<file path="config.mk">
export PLATFORM = sky130hd
export DESIGN_NAME = hazard_scheduler
export DESIGN_NICKNAME = d
export VERILOG_FILES = /design/src/rtl/hazard_scheduler.sv
export SDC_FILE = /design/constraint.sdc
export NUM_CORES = 1
export LEC_CHECK = 0
export BUFFER_PORTS_ARGS = -buffer_cell sky130_fd_sc_hd__buf_2
export CORE_MARGIN = 4
export CORE_UTILIZATION = 50
export CTS_BUF_LIST = sky130_fd_sc_hd__clkbuf_8 sky130_fd_sc_hd__clkbuf_16
export DETAILED_ROUTE_END_ITERATION = 12
export GPL_TIMING_DRIVEN = 1
export PLACE_DENSITY = 0.87
export SYNTH_ARGS = -nofsm -noshare
export SYNTH_HDL_FRONTEND = slang
export SYNTH_SLANG_ARGS = --single-unit
</file>
<file path="constraint.sdc">
create_clock -name clk -period 3.4 [get_ports clk]
set_clock_uncertainty 0.05 [all_clocks]
set_input_delay 0.51 -clock clk [delete_from_list [all_inputs] [get_ports clk]]
set_output_delay 0.51 -clock clk [all_outputs]
set_load 0.05 [all_outputs]
</file>
<file path="src/rtl/hazard_scheduler.sv">
// hazard_scheduler
// ----------------
// Pipeline hazard controller for the 5-stage MIPS32 core. It sits beside
// ID-stage decode, spots load-use, beq and j hazards, and sequences the
// resulting stalls and flushes.
//
// Parameters:
//   LOAD_STALL_CYCLES  bubbles inserted per load-use hazard (1..15)
//   BRANCH_TIMEOUT     BR_WAIT cycles allowed before Branch_Error sets (2..255)
//
// Ports:
//   clk              pipeline clock, rising edge
//   reset            asynchronous, active-high reset
//   Opcode_ID        Instruction_ID[31:26] in decode
//   Rs_ID, Rt_ID     source register fields in decode
//   MemRead_EX       instruction in EX is a lw
//   Rt_EX            destination rt of the instruction in EX
//   Branch_Resolved  one-cycle pulse: beq outcome final, PC mux valid
//   PC_Write         PC register load enable
//   IF_ID_Write      IF/ID register load enable
//   IF_Flush         IF/ID loads a nop on this edge
//   ID_Control_NOP   force nop control signals in ID
//   Branch_Error     sticky branch-timeout flag, cleared only by reset
//   Sched_State      current state (RUN=0, LOAD_STALL=1, BR_WAIT=2)
//
// Optional build macro HAZARD_PERF_CNT_EN adds two saturating 16-bit
// counters, Stall_Cycles and Flush_Cycles. Without it those ports do not
// exist and everything else behaves identically.

module hazard_scheduler #(
    parameter int LOAD_STALL_CYCLES = 1,
    parameter int BRANCH_TIMEOUT    = 8
) (
    input  logic        clk,
    input  logic        reset,
    input  logic [5:0]  Opcode_ID,
    input  logic [4:0]  Rs_ID,
    input  logic [4:0]  Rt_ID,
    input  logic        MemRead_EX,
    input  logic [4:0]  Rt_EX,
    input  logic        Branch_Resolved,
    output logic        PC_Write,
    output logic        IF_ID_Write,
    output logic        IF_Flush,
    output logic        ID_Control_NOP,
    output logic        Branch_Error,
    output logic [1:0]  Sched_State
`ifdef HAZARD_PERF_CNT_EN
    ,
    output logic [15:0] Stall_Cycles,
    output logic [15:0] Flush_Cycles
`endif
);

    localparam logic [5:0] OP_RTYPE = 6'b000000;
    localparam logic [5:0] OP_SW    = 6'b101011;
    localparam logic [5:0] OP_BEQ   = 6'b000100;
    localparam logic [5:0] OP_JUMP  = 6'b000010;

    // The RUN cycle that detects the hazard is the first bubble, so the
    // LOAD_STALL state only has to cover the remaining LOAD_STALL_CYCLES-1.
    localparam logic [3:0] STALL_INIT  =
        (LOAD_STALL_CYCLES >= 2) ? 4'(LOAD_STALL_CYCLES - 2) : 4'd0;
    localparam logic [7:0] TIMEOUT_LIM = 8'(BRANCH_TIMEOUT);

    typedef enum logic [1:0] {
        RUN        = 2'd0,
        LOAD_STALL = 2'd1,
        BR_WAIT    = 2'd2
    } state_t;

    state_t     state_q, state_d;
    logic [3:0] stall_cnt_q, stall_cnt_d;
    logic [7:0] timeout_cnt_q, timeout_cnt_d;
    logic       branch_error_q, branch_error_d;
    logic       load_use;

    // rt is only a true source operand for R-type, sw and beq; every other
    // opcode reads rs alone.
    always_comb begin
        load_use = MemRead_EX && (Rt_EX != 5'd0) &&
                   ((Rt_EX == Rs_ID) ||
                    ((Rt_EX == Rt_ID) &&
                     ((Opcode_ID == OP_RTYPE) || (Opcode_ID == OP_SW) ||
                      (Opcode_ID == OP_BEQ))));
    end

    always_comb begin
        state_d        = state_q;
        stall_cnt_d    = stall_cnt_q;
        timeout_cnt_d  = timeout_cnt_q;
        branch_error_d = branch_error_q;
        PC_Write       = 1'b1;
        IF_ID_Write    = 1'b1;
        IF_Flush       = 1'b0;
        ID_Control_NOP = 1'b0;

        case (state_q)
            RUN: begin
                if (load_use) begin
                    PC_Write       = 1'b0;
                    IF_ID_Write    = 1'b0;
                    ID_Control_NOP = 1'b1;
                    if (LOAD_STALL_CYCLES > 1) begin
                        state_d     = LOAD_STALL;
                        stall_cnt_d = STALL_INIT;
                    end
                end else if (Opcode_ID == OP_BEQ) begin
                    // beq itself proceeds to EX; fetch is frozen from next cycle.
                    state_d       = BR_WAIT;
                    timeout_cnt_d = 8'd0;
                end else if (Opcode_ID == OP_JUMP) begin
                    IF_Flush = 1'b1;
                end
            end

            LOAD_STALL: begin
                PC_Write       = 1'b0;
                IF_ID_Write    = 1'b0;
                ID_Control_NOP = 1'b1;
                if (stall_cnt_q == 4'd0) begin
                    state_d = RUN;
                end else begin
                    stall_cnt_d = stall_cnt_q - 4'd1;
                end
            end

            BR_WAIT: begin
                // PC loads only once the datapath has picked target or PC+4.
                PC_Write       = Branch_Resolved;
                IF_Flush       = 1'b1;
                ID_Control_NOP = 1'b1;
                timeout_cnt_d  = (timeout_cnt_q == 8'hFF) ? timeout_cnt_q
                                                          : timeout_cnt_q + 8'd1;
                if (Branch_Resolved) begin
                    state_d = RUN;
                end else if (timeout_cnt_d >= TIMEOUT_LIM) begin
                    branch_error_d = 1'b1;
                    state_d        = RUN;
                end
            end

            default: begin
                state_d = RUN;
            end
        endcase

        // Keep the pipeline at its idle enables while reset is held, even if
        // decode happens to present a hazard pattern.
        if (reset) begin
            PC_Write       = 1'b1;
            IF_ID_Write    = 1'b1;
            IF_Flush       = 1'b0;
            ID_Control_NOP = 1'b0;
        end
    end

    always_ff @(posedge clk or posedge reset) begin
        if (reset) begin
            state_q        <= RUN;
            stall_cnt_q    <= 4'd0;
            timeout_cnt_q  <= 8'd0;
            branch_error_q <= 1'b0;
        end else begin
            state_q        <= state_d;
            stall_cnt_q    <= stall_cnt_d;
            timeout_cnt_q  <= timeout_cnt_d;
            branch_error_q <= branch_error_d;
        end
    end

    assign Branch_Error = branch_error_q;
    assign Sched_State  = state_q;

`ifdef HAZARD_PERF_CNT_EN
    logic [15:0] stall_cycles_q, stall_cycles_d;
    logic [15:0] flush_cycles_q, flush_cycles_d;

    // Flush cycles also assert ID_Control_NOP, so they are excluded from the
    // stall count to keep the two counters disjoint.
    always_comb begin
        stall_cycles_d = stall_cycles_q;
        flush_cycles_d = flush_cycles_q;
        if (ID_Control_NOP && !IF_Flush && (stall_cycles_q != 16'hFFFF)) begin
            stall_cycles_d = stall_cycles_q + 16'd1;
        end
        if (IF_Flush && (flush_cycles_q != 16'hFFFF)) begin
            flush_cycles_d = flush_cycles_q + 16'd1;
        end
    end

    always_ff @(posedge clk or posedge reset) begin
        if (reset) begin
            stall_cycles_q <= 16'd0;
            flush_cycles_q <= 16'd0;
        end else begin
            stall_cycles_q <= stall_cycles_d;
            flush_cycles_q <= flush_cycles_d;
        end
    end

    assign Stall_Cycles = stall_cycles_q;
    assign Flush_Cycles = flush_cycles_q;
`endif

endmodule

</file>
==> results of run 1 <==
[flip-flops by register name, indices dropped and copies added, names as in the netlist]
| signal | cells |
|---|---|
| timeout_cnt_q | 8 |
| Sched_State | 1 |
| Branch_Error | 1 |
[final cells by class]
cell class	count	area [um2]	share of cell area, %
Clock buffer	4	55.05	5.405
Inverter	4	15.01	1.474
Multi-Input combinational cell	79	528.0	51.84
Sequential cell	10	250.2	24.57
Tap cell	16	20.02	1.966
Timing Repair Buffer	30	150.1	14.74
[path summary, 6_finish.rpt]
check / from / to / slack, ns / depth (start not counted)
max reg2reg: timeout_cnt_q[0] / Branch_Error / 1.60 / 5
max: Rt_EX[1] / IF_Flush / 0.56 / 7
min reg2reg: Branch_Error / Branch_Error / 0.41 / 1
min: reset / timeout_cnt_q[5] / 0.24 / 2
min in group clk: Branch_Error / Branch_Error / 0.41 / 1
max in group asynchronous: reset / timeout_cnt_q[7] / 2.77 / 2
[kinds of logic after synthesis]
group / count (synthesis) / share of synthesized area, %
multiplexers: 2 / 2.488
AO/OA/AOI/OAI: 22 / 17.58
XOR/XNOR: 11 / 11.98
buffers and inverters: 6 / 3.265
adder cells (fa/ha/maj): 1 / 1.555
flip-flops: 10 / 31.10
other: 1 / 0.4661
AND/OR/NAND/NOR: 42 / 31.57
[worst reg2reg max path, delay by kind of cell, from the launching register on]
| kind | cells | cell delay (ns) |
|---|---|---|
| compound gates | 3 | 0.60 |
| fa+ha+maj | 1 | 0.25 |
| simple gates | 1 | 0.38 |
| flops | 1 | 0.40 |
[cell usage after synthesis (2+ instances only)]
cell,n
nor2_1,8
xor2_1,3
o21ai_1,3
inv_1,4
mux2i_1,2
nand3_1,3
a21oi_1,4
nand2_1,10
xnor2_1,8
o21bai_1,2
o21ai_0,4
or2_2,3
and3_1,2
nor2b_1,2
dfrtp_1,10
a311oi_1,2
nor3_1,3
[power breakdown]
part           switching [uW]  total (uW)  internal, uW  leakage (uW)
Combinational            80.3         149          68.3      0.000286
Clock                    43.1         145           101     0.0000288
Sequential               44.2         197           153      0.000123
[through the flow]
stage               utilization, %  setup WS [ns]
finish                       67.61         0.5575
global route                 67.61         0.4613
CTS                          67.61         0.5497
detailed placement           63.95         0.5707
global placement             63.95         0.5714
floorplan                        -         0.3322
[cell usage in the layout (no fill, tap or decap), drive strengths merged, types with 3 or more instances in the layout]
cell type and count:
buf 30, dfrtp 10, nand2 10, xnor2 8, nor2 8, o21ai 7, inv 4, a21oi 4
clkbuf 4, nor3 4, xor2 3, nand3 3, or2 3
[metal layers]
metal / global-route usage [%] / wire length, um
met1: 19.78 / 722
met4: 6.452 / 22
met5: 0 / 0
met2: 37.20 / 1075
met3: 3.321 / 110
==> flow_summary.toml, run 1 <==
[placed_design]
place_area_um2 = 963.4
hpwl_um = 1560
io_buffers = 30
dpl.cell_count = 139
gp_congestion = 0.8524

[setup_path]
worst_ep_arrival_time_ns = 2.28
crit_buf_inv = 2
path_class = "in2out"
cp_cell_sequence = "buf_2, or4_1, o21ai_1, nor4_2, or3b_1, a21oi_1, buf_2"
cpLargestDelayFamily = "simple AND/OR/NAND/NOR gates"
slowest_stage = "or4_1"
worstPathRequired_ns = 2.84
crit_fanout = 4
start_kind = "input pin"
critPathMaxStageDelay_ns = 0.51
crit_top_cell = "buf_2"
cp-end-kind = "output port"

[synthesis]
synth-main-ff-cell = "dfrtp_1"
ys_seq_area_share_pct = 31.10
yosysWarnings = 0
synthTopCellsByArea = "dfrtp_1 31%, xnor2_1 8.7%, nand2_1 4.7%"
synth_edf_count = 0
avgSynthCellArea_um2 = 8.469
netlist.area_leader.share_pct = 31.10
synth_area_um2 = 804.5
synthDistinctLibCells = 39
syn_inst = 95
ys_ff_latch = 10
synthArstFlopShare_pct = 100.0
syn_nets = 121
synth_top_area_cell = "dfrtp_1"

[floorplanning]
placementRows = 14
core_region_area_um2 = 1506
die_w_um = 48.11
ios = 32
dieHeight_um = 48.11
start_util_pct = 53.41
dieArea_um2 = 2315

[clock_tree]
cts.path.max_buffers = 2
clock_sink_count = 10
post_cts_buffers = 0
path_clk_slew_ns = 0.05
cts_hold_buf = 0
clock_latency_ns = 0.23
cts_made_buffers = 3
ctsResizeCount = 0
cts_tree = "yes"
cts-root-buf = "clkbuf_8"
cts-htree-levels = 1

[finish]
n_fill_cell = 136
drive_above_1_share_pct = 33.86
n_antenna_cell = 0
nets = 154
stdcell_count = 143
fin_area_um2 = 1018
area_delta_synth_final_pct = 26.59

[sta]
max-slew-margin-rel_pct = 63.91
drv_slew = 0
rsz0062_at_grt = "false"
clock.fmax_mhz = 351.8
setup_tns_ns = 0
tightestPinTransition_ns = 0.5369
finalHoldViolCount = 0
fin_crit_sh_pct = 83.60
hold_slack_ns = 0.2421
setup-violations-final = 0
period_needed_ns = 2.843

[detailed_routing]
viasPerCell = 5.783
routed_wirelength_um = 1930
vias = 827
drt_first_pass_iters = 4
ant_nets = 0
routedWlPerCell_um = 13.50
drt_iter0_markers = 10
drc = 0

[run_status]
status = "completed"

[global_routing]
grt_max_degree = 12
grtUsageTotal_pct = 18.93
grt_pass1_wl_um = 3022
antenna_found_initial = 0
grt.overflow.total = 0
grt_pass1_vias = 743

[power]
p_leak_uw = 0.0004371
ir_drop_mv = 0.2565
finalPower_uw = 490.1
p_per_area_nw_per_um2 = 481.2

[job]
max_cap_viol_count = 0

[min_path]
min_path_type = "in2async"
Note: power is estimated with default switching activity, not from simulation.
==> inputs of run 2 (changes only) <==
--- a/config.mk
+++ b/config.mk
@@ -7,11 +7,11 @@
 export LEC_CHECK = 0
 export BUFFER_PORTS_ARGS = -buffer_cell sky130_fd_sc_hd__buf_2
 export CORE_MARGIN = 4
-export CORE_UTILIZATION = 50
+export CORE_UTILIZATION = 47
 export CTS_BUF_LIST = sky130_fd_sc_hd__clkbuf_8 sky130_fd_sc_hd__clkbuf_16
 export DETAILED_ROUTE_END_ITERATION = 12
 export GPL_TIMING_DRIVEN = 1
-export PLACE_DENSITY = 0.87
+export PLACE_DENSITY = 0.83
 export SYNTH_ARGS = -nofsm -noshare
 export SYNTH_HDL_FRONTEND = slang
 export SYNTH_SLANG_ARGS = --single-unit
==> constraint.sdc (replaced) <==
create_clock -name clk -period 2.8 [get_ports clk]
set_clock_uncertainty 0.05 [all_clocks]
set_input_delay 0.42 -clock clk [delete_from_list [all_inputs] [get_ports clk]]
set_output_delay 0.42 -clock clk [all_outputs]
set_load 0.05 [all_outputs]
==> run 2 against run 1 <==
Against the previous run:
- critical endpoint unchanged
- global-route usage is 2.3 points lower
- final area is 0.37% higher
- clock-buffer cell count stayed put
- combinational power is 24% higher
- sequential cell count stayed put
- sequential power is 22% higher
- total power is 23% higher
- worst setup slack worse by 0.42 ns
- hold slack worse by 0.090 ns
- core utilization is 2.0 points lower
- largest power group unchanged
==> flow_summary.toml, run 2 (synthesis results as in run 1) <==
[finish]
mostFrequentLayoutCells = "30 x buf_2, 10 x dfrtp_1, 10 x nand2_1"
fin_util_pct = 65.57
top_register = "timeout_cnt_q"
n_fill_cell = 135
n_antenna_cell = 0
layout_commonest_cell = "buf_2"
area_delta_synth_final_pct = 27.06
nets = 154
fin_area_um2 = 1022
stdcell_count = 143
drive_above_1_share_pct = 34.65
largest_reg_flops = 8

[setup_path]
critPathLaunch = "Rt_EX[1]"
reg2reg_depth = 5
worst_ep_arrival_time_ns = 2.19
r2r_end = "Branch_Error"
worstPathRequired_ns = 2.33
cp-end-kind = "output port"
endpoint = "IF_Flush"
r2r_setup_slack_ns = 0.99
path_class = "in2out"
crit_fanout = 4
start_kind = "input pin"
reg2reg_from = "timeout_cnt_q[0]"

[sta]
rsz0062_at_grt = "false"
drv_slew = 0
finalHoldViolCount = 0
period_needed_ns = 2.665
setup_tns_ns = 0
fin_crit_sh_pct = 95.17
clock.fmax_mhz = 375.3
layout_setup_ws_ns = 0.1351
tightestPinTransition_ns = 0.5034
setup-violations-final = 0
max-slew-margin-rel_pct = 66.16

[detailed_routing]
highest_layer = "met4"
dr_wl_met2_um = 1029
routedWlPerCell_um = 13.38
vias = 830
drt-met1-wl_um = 742
ant_nets = 0
drt_first_pass_iters = 4
drt_iter0_markers = 2
wl_met3_um = 88
routed_wirelength_um = 1914
viasPerCell = 5.804
drc = 0

[floorplanning]
placementRows = 14
die_w_um = 49.38
start_util_pct = 51.61
dieArea_um2 = 2438
dieHeight_um = 49.38
core_region_area_um2 = 1559
ios = 32

[job]
max_cap_viol_count = 0

[global_routing]
grt_max_degree = 12
grtUsageTotal_pct = 16.63
grt.overflow.total = 0
grt_pass1_wl_um = 3167
antenna_found_initial = 0
grt_pass1_vias = 816

[power]
clockPowerShare_pct = 29.3
p_int_uw = 391.6
comb_power_share_pct = 30.8
p_leak_uw = 0.0004371
p_seq_share_pct = 39.9
switching_share_pct = 34.86
p_switching_uw = 209.6
ir_drop_mv = 0.2636
p_per_area_nw_per_um2 = 588.1

[clock_tree]
post_cts_buffers = 0
cts.path.max_buffers = 2
clock_latency_ns = 0.23
path_clk_slew_ns = 0.05
clock_sink_count = 10
cts_made_buffers = 3
cts-root-buf = "clkbuf_8"
cts-htree-levels = 1
ctsResizeCount = 0
cts_tree = "yes"
cts_hold_buf = 0

[placed_design]
preCtsSetupSlack_ns = 0.1091
dpl.cell_count = 139
gp_congestion = 0.7910
io_buffers = 30
hpwl_um = 1538
place_area_um2 = 967.2

[run_status]
status = "completed"

[min_path]
min_path_type = "in2async"
==> run 2: metrics by stage <==
stage	hold WS [ns]	total power [uW]
floorplan	0.2183	363.3
global placement	0.4011	411.2
detailed placement	0.4098	424.1
CTS	0.1631	605.6
global route	0.1907	645.6
finish	0.1525	601.2
==> run 2: critical path: stages <==
cell	delay, ns
buf_2	0.12
or4_1	0.51
o21ai_1	0.23
nor4_2	0.12
or3b_1	0.40
a21oi_2	0.13
buf_2	0.26
==> run 2: cell type report <==
cell class	count	area, um2	area share [%]
Multi-Input combinational cell	79	531.8	52.02
Sequential cell	10	250.2	24.48
Timing Repair Buffer	30	150.1	14.69
Clock buffer	4	55.05	5.386
Tap cell	16	20.02	1.958
Inverter	4	15.01	1.469
==> run 2: power groups by stage <==
| stage | clock [uW] | sequential (uW) | combinational [uW] |
|---|---|---|---|
| 2_1_floorplan | 0 | 237 | 126 |
| 3_3_place_gp | 0 | 237 | 174 |
| 3_5_place_dp | 0 | 241 | 183 |
| 4_1_cts | 181 | 239 | 186 |
| 5_1_grt | 190 | 246 | 209 |
| 6_report | 176 | 240 | 185 |
==> run 2: worst min path at each step <==
stage,to,slack [ns],cells past startpoint,start
6_report,timeout_cnt_q[2],0.15,2,reset
5_1_grt,timeout_cnt_q[2],0.19,2,reset
4_1_cts,timeout_cnt_q[2],0.16,2,reset
3_5_place_dp,timeout_cnt_q[6],0.41,2,reset
3_3_place_gp,Branch_Error,0.40,1,Branch_Error
2_1_floorplan,Branch_Error,0.22,1,reset
==> run 2: metal layers <==
layer | GRT usage [%] | up-vias
li1 | - | 410
met1 | 16.64 | 392
met2 | 31.03 | 24
met3 | 2.141 | 4
met4 | 11.98 | 0
met5 | 0 | -
==> inputs of run 3 (changes only) <==
==> constraint.sdc (replaced) <==
create_clock -name clk -period 2.8 [get_ports clk]
set_clock_uncertainty 0.05 [all_clocks]
set_input_delay 0.42 -clock clk [delete_from_list [all_inputs] [get_ports clk]]
set_output_delay 0.42 -clock clk [all_outputs]
set_load 0.1 [all_outputs]
==> run 3 against run 2 <==
Against the previous run:
- sequential cell count is the same
- fmax rose by 2.1%
- wire length grew 0.78%
- highest routed layer unchanged
- total power up 4.2%
- combinational power increased by 11%
- worst setup slack improved by 0.055 ns
- die area is the same
- hold slack got worse by 0.0070 ns
==> flow_summary.toml, run 3 (synthesis results as in run 1) <==
[run_status]
status = "completed"

[finish]
area_delta_synth_final_pct = 33.44
stdcell_count = 143
layout_commonest_cell = "buf_2"
n_antenna_cell = 0
nets = 154
mostFrequentLayoutCells = "27 x buf_2, 10 x dfrtp_1, 10 x nand2_1"
drive_above_1_share_pct = 36.22
fin_util_pct = 68.86
top_register = "timeout_cnt_q"
largest_reg_flops = 8

[setup_path]
r2r_end = "Branch_Error"
slowest_stage = "or4_1"
crit_fanout = 4
endpoint = "IF_Flush"
reg2reg_from = "timeout_cnt_q[0]"
start_kind = "input pin"
cpLargestDelayFamily = "simple AND/OR/NAND/NOR gates"
path_class = "in2out"
cp-end-kind = "output port"
cp_cell_sequence = "buf_2, or4_1, o21ai_2, nor4_2, or3b_1, a21oi_2, buf_12"
r2r_setup_slack_ns = 0.97
critPathLaunch = "Rt_EX[1]"
worstPathRequired_ns = 2.33
cp.depth = 7
critPathMaxStageDelay_ns = 0.53
reg2reg_depth = 5
crit_buf_inv = 2
worst_ep_arrival_time_ns = 2.14

[min_path]
min_path_type = "in2async"

[sta]
hold_slack_ns = 0.1454
finalHoldViolCount = 0
fin_crit_sh_pct = 93.20
clock.fmax_mhz = 383.2
rsz0062_at_grt = "false"
setup-violations-final = 0
drv_slew = 0
setup_tns_ns = 0
period_needed_ns = 2.609
max-slew-margin-rel_pct = 65.35
tightestPinTransition_ns = 0.5154

[global_routing]
grt.met1_usage_pct = 19.43
grt.overflow.total = 0
grt_max_degree = 12
grtUsageTotal_pct = 17.46
met3_usage_pct = 3.058
grt_pass1_wl_um = 3332
grt_most_used_layer = "met2"
grt_pass1_vias = 833
met2_usage_pct = 29.69
antenna_found_initial = 0

[placed_design]
io_buffers = 30
hpwl_um = 1487
gp_congestion = 0.7981
dpl.cell_count = 139

[clock_tree]
cts_tree = "yes"
cts-htree-levels = 1
cts_hold_buf = 0
path_clk_slew_ns = 0.05
cts.path.max_buffers = 2
clock_latency_ns = 0.24
cts-root-buf = "clkbuf_8"
post_cts_buffers = 0
clock_sink_count = 10
ctsResizeCount = 0
cts_made_buffers = 3

[detailed_routing]
drt_iter0_markers = 14
ant_nets = 0
drc = 0
drt_first_pass_iters = 4
routed_wirelength_um = 1929
routedWlPerCell_um = 13.49
viasPerCell = 5.881
vias = 841

[floorplanning]
placementRows = 14
dieArea_um2 = 2438
die_w_um = 49.38
dieHeight_um = 49.38
core_region_area_um2 = 1559
ios = 32
start_util_pct = 51.61

[job]
max_cap_viol_count = 0

[power]
finalPower_uw = 626.2
ir_drop_mv = 0.2484
p_leak_uw = 0.0004515
p_per_area_nw_per_um2 = 583.3
[run 3: report_power, final]
| group | switching [uW] | internal [uW] |
|---|---|---|
| clock | 56.2 | 124 |
| combinational | 120 | 85.2 |
| sequential | 55.7 | 185 |
| total | 232 | 394 |
[run 3: how the worst min path moves through the flow]
stage	endpoint	depth (start not counted)	slack [ns]
floorplan	Branch_Error	1	0.22
global placement	Branch_Error	1	0.40
detailed placement	timeout_cnt_q[6]	2	0.41
CTS	timeout_cnt_q[2]	2	0.15
global route	timeout_cnt_q[2]	2	0.18
finish	timeout_cnt_q[2]	2	0.15
[run 3: layout make-up]
class / instances / area, um2
inverters: 4 / 15.01
repair buffers: 30 / 195.2
multi-input cells: 79 / 538.0
well taps: 16 / 20.02
clock buffers: 4 / 55.05
fillers: 121 / 485.5
flip-flops and latches: 10 / 250.2
[run 3: worst register-to-register path, delay by kind of cell (launching register included)]
family | cells | cell delay [ns]
AO/OA/AOI/OAI | 3 | 0.62
adder cells (fa/ha/maj) | 1 | 0.25
flip-flops | 1 | 0.40
AND/OR/NAND/NOR | 1 | 0.39
[run 3: metal layers]
layer	wire length, um	part of all wire, %	vias up
li1	-	-	406
met5	0	0	-
met2	968	50	39
met3	134	6.9	8
met1	760	39	388
met4	66	3.4	0
[run 3: metrics by stage]
step	worst slack, ns	instance area, um2
2_1_floorplan	-0.3742	814.5
3_3_place_gp	0.2114	1018
3_5_place_dp	0.1710	1018
4_1_cts	0.1710	1074
5_1_grt	0.07863	1074
6_report	0.1905	1074
